`src/rtl/gcd_operand_bank_if.sv`:
```
// Handshake and command bundle between the GCD operand bank, its operand source,
// the controller and the result consumer.
interface gcd_operand_bank_if #(
  parameter int unsigned W  = 16,
  parameter int unsigned CW = 8
);
  logic          in_valid;
  logic          in_ready;
  logic [W-1:0]  in_a;
  logic [W-1:0]  in_b;
  logic [2:0]    cmd;
  logic [W-1:0]  a_out;
  logic [W-1:0]  b_out;
  logic          a_lt_b;
  logic          a_eq_b;
  logic          b_zero;
  logic          underflow;
  logic [CW-1:0] iter_cnt;
  logic          result_valid;
  logic          result_ready;
  logic [W-1:0]  result;

  // Environment side: operand source, controller and result consumer.
  modport master (
    output in_valid, in_a, in_b, cmd, result_ready,
    input  in_ready, a_out, b_out, a_lt_b, a_eq_b, b_zero, underflow, iter_cnt,
           result_valid, result
  );

  // Bank side.
  modport slave (
    input  in_valid, in_a, in_b, cmd, result_ready,
    output in_ready, a_out, b_out, a_lt_b, a_eq_b, b_zero, underflow, iter_cnt,
           result_valid, result
  );
endinterface

```
`src/rtl/gcd_operand_bank.sv`:
```
// Operand register bank for the Euclidean GCD datapath: holds A/B, executes per-cycle
// controller commands, produces comparison flags and hands out the result.
module gcd_operand_bank #(
  parameter int unsigned W  = 16,
  parameter int unsigned CW = 8
) (
  input  logic                clk,
  input  logic                rst,
  gcd_operand_bank_if.slave   bus
);

  localparam logic [2:0] CmdNop  = 3'd0;
  localparam logic [2:0] CmdSubA = 3'd1;
  localparam logic [2:0] CmdSubB = 3'd2;
  localparam logic [2:0] CmdSwap = 3'd3;
  localparam logic [2:0] CmdClr  = 3'd4;
  localparam logic [2:0] CmdEmit = 3'd5;

  typedef enum logic [1:0] {
    StIdle   = 2'd0,
    StActive = 2'd1,
    StOut    = 2'd2
  } state_e;

  state_e        r_state;
  logic [W-1:0]  r_a;
  logic [W-1:0]  r_b;
  logic [W-1:0]  r_result;
  logic          r_underflow;
  logic [CW-1:0] r_iter_cnt;

  state_e        w_state_nxt;
  logic [W-1:0]  w_a_nxt;
  logic [W-1:0]  w_b_nxt;
  logic [W-1:0]  w_result_nxt;
  logic          w_underflow_nxt;
  logic [CW-1:0] w_iter_cnt_nxt;
  logic          w_count;
  logic          w_a_lt_b;
  logic          w_b_lt_a;
  logic [W-1:0]  w_a_minus_b;
  logic [W-1:0]  w_b_minus_a;
  logic          w_cnt_sat;

  assign w_a_lt_b    = r_a < r_b;
  assign w_b_lt_a    = r_b < r_a;
  assign w_a_minus_b = r_a - r_b;
  assign w_b_minus_a = r_b - r_a;
  assign w_cnt_sat   = &r_iter_cnt;

  always_ff @(posedge clk or posedge rst) begin
    if (rst) begin
      r_state     <= StIdle;
      r_a         <= '0;
      r_b         <= '0;
      r_result    <= '0;
      r_underflow <= 1'b0;
      r_iter_cnt  <= '0;
    end else begin
      r_state     <= w_state_nxt;
      r_a         <= w_a_nxt;
      r_b         <= w_b_nxt;
      r_result    <= w_result_nxt;
      r_underflow <= w_underflow_nxt;
      r_iter_cnt  <= w_iter_cnt_nxt;
    end
  end

  always_comb begin
    w_state_nxt     = r_state;
    w_a_nxt         = r_a;
    w_b_nxt         = r_b;
    w_result_nxt    = r_result;
    w_underflow_nxt = r_underflow;
    w_iter_cnt_nxt  = r_iter_cnt;
    w_count         = 1'b0;

    unique case (r_state)
      StIdle: begin
        if (bus.in_valid) begin
          w_a_nxt         = bus.in_a;
          w_b_nxt         = bus.in_b;
          w_underflow_nxt = 1'b0;
          w_iter_cnt_nxt  = '0;
          w_state_nxt     = StActive;
        end
      end

      StActive: begin
        case (bus.cmd)
          CmdSubA: begin
            w_a_nxt = w_a_minus_b;
            w_count = 1'b1;
            if (w_a_lt_b) w_underflow_nxt = 1'b1;
          end
          CmdSubB: begin
            w_b_nxt = w_b_minus_a;
            w_count = 1'b1;
            if (w_b_lt_a) w_underflow_nxt = 1'b1;
          end
          CmdSwap: begin
            w_a_nxt = r_b;
            w_b_nxt = r_a;
            w_count = 1'b1;
          end
          CmdEmit: begin
            w_result_nxt = r_a;
            w_count      = 1'b1;
            w_state_nxt  = StOut;
          end
          default: ;
        endcase

        if (w_count && !w_cnt_sat) w_iter_cnt_nxt = r_iter_cnt + 1'b1;

        // Abort wipes the counter too, so it must win over the increment above.
        if (bus.cmd == CmdClr) begin
          w_a_nxt         = '0;
          w_b_nxt         = '0;
          w_underflow_nxt = 1'b0;
          w_iter_cnt_nxt  = '0;
          w_state_nxt     = StIdle;
        end
      end

      StOut: begin
        if (bus.result_ready) w_state_nxt = StIdle;
      end

      default: w_state_nxt = StIdle;
    endcase
  end

  // Handshake outputs decode the state register only.
  assign bus.in_ready     = (r_state == StIdle);
  assign bus.result_valid = (r_state == StOut);
  assign bus.result       = r_result;
  assign bus.a_out        = r_a;
  assign bus.b_out        = r_b;
  assign bus.a_lt_b       = w_a_lt_b;
  assign bus.a_eq_b       = (r_a == r_b);
  assign bus.b_zero       = (r_b == '0);
  assign bus.underflow    = r_underflow;
  assign bus.iter_cnt     = r_iter_cnt;

  logic w_unused_cmd;
  assign w_unused_cmd = (CmdNop == 3'd0);

endmodule

```
`src/flat_wrapper.sv`:
```
// flat-port wrapper written by rule: the top's interface ports become plain ports
module gcd_operand_bank_flat 
#(
  parameter int unsigned W  = 16,
  parameter int unsigned CW = 8
)
  (clk, rst, bus_in_valid, bus_in_a, bus_in_b, bus_cmd, bus_result_ready, bus_in_ready, bus_a_out, bus_b_out, bus_a_lt_b, bus_a_eq_b, bus_b_zero, bus_underflow, bus_iter_cnt, bus_result_valid, bus_result);
  gcd_operand_bank_if #(.W(W), .CW(CW)) bus_i ();
  input  logic clk;
  input  logic rst;
  input wire logic [$bits(bus_i.in_valid)-1:0] bus_in_valid;
  input wire logic [$bits(bus_i.in_a)-1:0] bus_in_a;
  input wire logic [$bits(bus_i.in_b)-1:0] bus_in_b;
  input wire logic [$bits(bus_i.cmd)-1:0] bus_cmd;
  input wire logic [$bits(bus_i.result_ready)-1:0] bus_result_ready;
  output wire logic [$bits(bus_i.in_ready)-1:0] bus_in_ready;
  output wire logic [$bits(bus_i.a_out)-1:0] bus_a_out;
  output wire logic [$bits(bus_i.b_out)-1:0] bus_b_out;
  output wire logic [$bits(bus_i.a_lt_b)-1:0] bus_a_lt_b;
  output wire logic [$bits(bus_i.a_eq_b)-1:0] bus_a_eq_b;
  output wire logic [$bits(bus_i.b_zero)-1:0] bus_b_zero;
  output wire logic [$bits(bus_i.underflow)-1:0] bus_underflow;
  output wire logic [$bits(bus_i.iter_cnt)-1:0] bus_iter_cnt;
  output wire logic [$bits(bus_i.result_valid)-1:0] bus_result_valid;
  output wire logic [$bits(bus_i.result)-1:0] bus_result;
  assign bus_i.in_valid = bus_in_valid;
  assign bus_i.in_a = bus_in_a;
  assign bus_i.in_b = bus_in_b;
  assign bus_i.cmd = bus_cmd;
  assign bus_i.result_ready = bus_result_ready;
  assign bus_in_ready = bus_i.in_ready;
  assign bus_a_out = bus_i.a_out;
  assign bus_b_out = bus_i.b_out;
  assign bus_a_lt_b = bus_i.a_lt_b;
  assign bus_a_eq_b = bus_i.a_eq_b;
  assign bus_b_zero = bus_i.b_zero;
  assign bus_underflow = bus_i.underflow;
  assign bus_iter_cnt = bus_i.iter_cnt;
  assign bus_result_valid = bus_i.result_valid;
  assign bus_result = bus_i.result;
  gcd_operand_bank #(.W(W), .CW(CW)) u_core (.clk(clk), .rst(rst), .bus(bus_i));
endmodule
```
`config.mk`:
```
export PLATFORM = sky130hd
export DESIGN_NAME = gcd_operand_bank_flat
export DESIGN_NICKNAME = d
export VERILOG_FILES = /design/src/rtl/gcd_operand_bank_if.sv /design/src/rtl/gcd_operand_bank.sv /design/src/flat_wrapper.sv
export SDC_FILE = /design/constraint.sdc
export NUM_CORES = 1
export LEC_CHECK = 0
export CORE_ASPECT_RATIO = 1.5
export CORE_MARGIN = 5
export CORE_UTILIZATION = 30
export CTS_CLUSTER_SIZE = 25
export DETAILED_ROUTE_END_ITERATION = 6
export SLEW_MARGIN = 20
export SYNTH_ARGS = -nofsm -noshare
export SYNTH_HDL_FRONTEND = slang
export SYNTH_SLANG_ARGS = --single-unit
```
`constraint.sdc`:
```
create_clock -name clk -period 3.2 [get_ports clk]
set_clock_uncertainty 0.15 [all_clocks]
set_input_delay 0.48 -clock clk [delete_from_list [all_inputs] [get_ports clk]]
set_output_delay 0.48 -clock clk [all_outputs]
set_load 0.05 [all_outputs]
```
==> flow_summary.yaml <==
outcome:
  status: "complete, no violations"
sta:
  fin_crit_ps: 3090
  finalMaxSlewViolations: 0
  setup_violations: 0
  tns_ps: 0
  rsz0062_at_grt: "false"
  postLayoutSetupSlackWorst_ps: 106
  hold_violations: 0
  tightest_slew_ps: 822
  slew_headroom: 0.450
  fin_crit_sh: 0.967
  fmax_ghz: 0.323
global_routing:
  overflow: 0
  antenna_found_initial: 0
  grt_pass1_wl_um: 27200
  grt_pass1_vias: 4996
  grt.total_usage: 0.189
  grt_max_degree: 31
placed_design:
  place_inst: 893
  hpwlAfterDp_um: 13600
  io_buffers: 100
  routabilityCongestion: 0.954
  place_worst_setup_slack_ps: 242
  placed_cell_area_sq_mm: 0.00601
routing:
  vias: 4910
  routed_wl_um: 17500
  first_pass_iters: 5
  drt_iter0_markers: 243
  via_per_inst: 5.39
  antenna_left: 0
  wl_per_cell_um: 19.2
  drcViolationCount: 0
critical_path:
  worst_setup_path_end_kind: "output port"
  crit_type: "reg2out"
  critPathMaxFanout: 6
  arrival_ps: 2460
  reg2reg_depth: 9
  cp_data_required_time_ps: 2570
  start_kind: "register"
synthesis:
  ys_seq_elements: 59
  yosysTopAreaCellShare: 0.313
  yosysTopAreaCell: "dfrtp_1"
  ys.flop_type: "dfrtp_1"
  syn_nets: 675
  yosys-top-cells-area: "dfrtp_1, ha_1, o21ai_0, nand2_1, a21oi_1"
  async_flop_share: 1.00
  synth.avg_cell_area_sq_um: 7.86
  yosysWarnings: 0
  synth_enable_flop_cells: 0
  syn_area_sq_mm: 0.00472
  yosysUniqueCellTypes: 57
  syn_inst: 601
  ys_seq_area_frac: 0.312
clocking:
  insertion_delay_ps: 340
  clock-root-buffer: "clkbuf_16"
  htreeDepth: 3
  clkSinkCount: 59
  hold_buffers: 0
  clk_pin_slew_ps: 60
  numCtsBuffers: 9
  cts_buffer_depth: 2
  cts_tree: "yes"
finish:
  drive_above_1_share: 0.0918
  final_area_sq_mm: 0.00635
  fillers: 1595
  num_antenna_cells: 0
  final_nets: 777
  stdcell_count: 911
  syn_to_final_growth_pct: 34.4
die:
  die_area_sq_mm: 0.0184
  fp.dieH_um: 164
  initial_core_util: 0.304
  top_level_ports: 101
  core-area_sq_mm: 0.0156
  die_w_um: 112
  rows: 56
worst_hold_path:
  hold_class: "in2async"
flow_run:
  cap_violations: 0
stage by stage:
| step | util | hold slack (ps) |
|---|---|---|
| finish | 0.408 | 237 |
| floorplan | - | 428 |
| global placement | 0.387 | 320 |
| detailed placement | 0.387 | 320 |
| global route | 0.408 | 262 |
| CTS | 0.407 | 243 |
cell families (layout without fill, tap and decap cells):
group,after synthesis,in the layout,synth area share
buffers and inverters,79,186,0.0718
adder cells (fa/ha/maj),35,35,0.0959
AND/OR/NAND/NOR,205,205,0.203
XOR/XNOR,13,13,0.0241
multiplexers,10,10,0.0220
flip-flops,59,59,0.313
AO/OA/AOI/OAI,200,200,0.271
critical path: stages (launching register included):
cell and delay, ps:
dfrtp_2 450, ha_1 240, fa_1 420, nand2b_1 220, a21oi_4 200, o31ai_1 120, a21oi_2 230, nor3_2 60
buf_4 190
area by class of cell:
cell class	instances	area (sq um)	share of cell area
clock inverters	7	76.3	0.0120
flip-flops and latches	59	1480	0.233
repair buffers	129	1230	0.193
inverters	41	154	0.0242
well taps	203	254	0.0400
clock buffers	9	225	0.0355
multi-input cells	463	2940	0.463
worst paths after layout:
check | start | end | slack (ps)
max in group asynchronous | rst | u_core.bus.a_out[9] | 1930
hold reg to reg | u_core.bus.result[0] | u_core.bus.result[0] | 330
min in group clk | u_core.bus.result[0] | u_core.bus.result[0] | 330
setup reg to reg | u_core.bus.a_out[0] | u_core.bus.b_out[12] | 360
setup / recovery | u_core.bus.b_out[0] | bus_a_lt_b | 110
hold / removal | rst | u_core.bus.result[0] | 240
layout by cell type (no fill, tap or decap), drive strengths merged, types with 3 or more instances in the layout:
cell,netlist,routed
clkdlybuf4s50,0,98
o21ai,71,71
nand2,65,65
dfrtp,59,59
nor2,51,51
inv,41,42
a21oi,40,40
ha,33,33
buf,20,31
nand3,29,29
a31oi,20,20
nor3,13,13
o211ai,9,9
nand2b,9,9
clkbuf,18,9
nand4,8,8
a21o,8,8
xor2,8,8
nor2b,7,7
and3,7,7
a211oi,7,7
mux2i,7,7
a22oi,6,6
o31ai,6,6
and2,5,5
xnor2,5,5
o21a,5,5
a221oi,4,4
nor4,4,4
o21bai,3,3
mux2,3,3
o32ai,3,3
a41oi,3,3
clkinv,0,3
registers in the layout, summed over array words and instances (netlist names):
| signal | count |
|---|---|
| u_core.bus.result | 16 |
| u_core.r_state | 2 |
| u_core.bus.a_out | 16 |
| u_core.bus.b_out | 16 |
| u_core.bus.iter_cnt | 8 |
| u_core.bus.underflow | 1 |
synthesized netlist by cell type, types with 3 or more instances:
library cell and n:
and3_1 7, xnor2_1 5, mux2_2 3, o21bai_1 3, ha_1 33, a21o_1 8
a221oi_1 4, mux2i_1 7, nor4_1 4, nand2_1 65, and2_1 5, a41oi_1 3
inv_1 41, o31ai_1 5, a31oi_1 18, o32ai_1 3, nor2_1 51, nand4_1 8
a22oi_1 6, buf_2 16, nor3_1 13, o21a_1 5, dfrtp_1 59, nor2b_1 7
a211oi_1 7, xor2_1 8, a21oi_1 40, nand3_1 28, o21ai_0 70, clkbuf_1 18
o211ai_1 9, nand2b_1 9
repair_timing:
action | CTS | global route
buffers inserted | 0 | 2
pin swaps | 0 | 1
resized for setup | 2 | 4
endpoints found under the hold margin | 0 | 0
endpoints found under the setup margin | 1 | 1
per-layer routing:
layer | global-route usage | up-vias | share of wire
met4 | 0.0815 | 0 | 0.034
met5 | 0 | - | 0
met3 | 0.0394 | 37 | 0.047
met1 | 0.220 | 2377 | 0.40
met2 | 0.333 | 140 | 0.52
li1 | - | 2356 | -
Power is left out: the tool's default activity adds up to more than one toggle a clock period on the data nets, which glitch-free logic cannot reach.
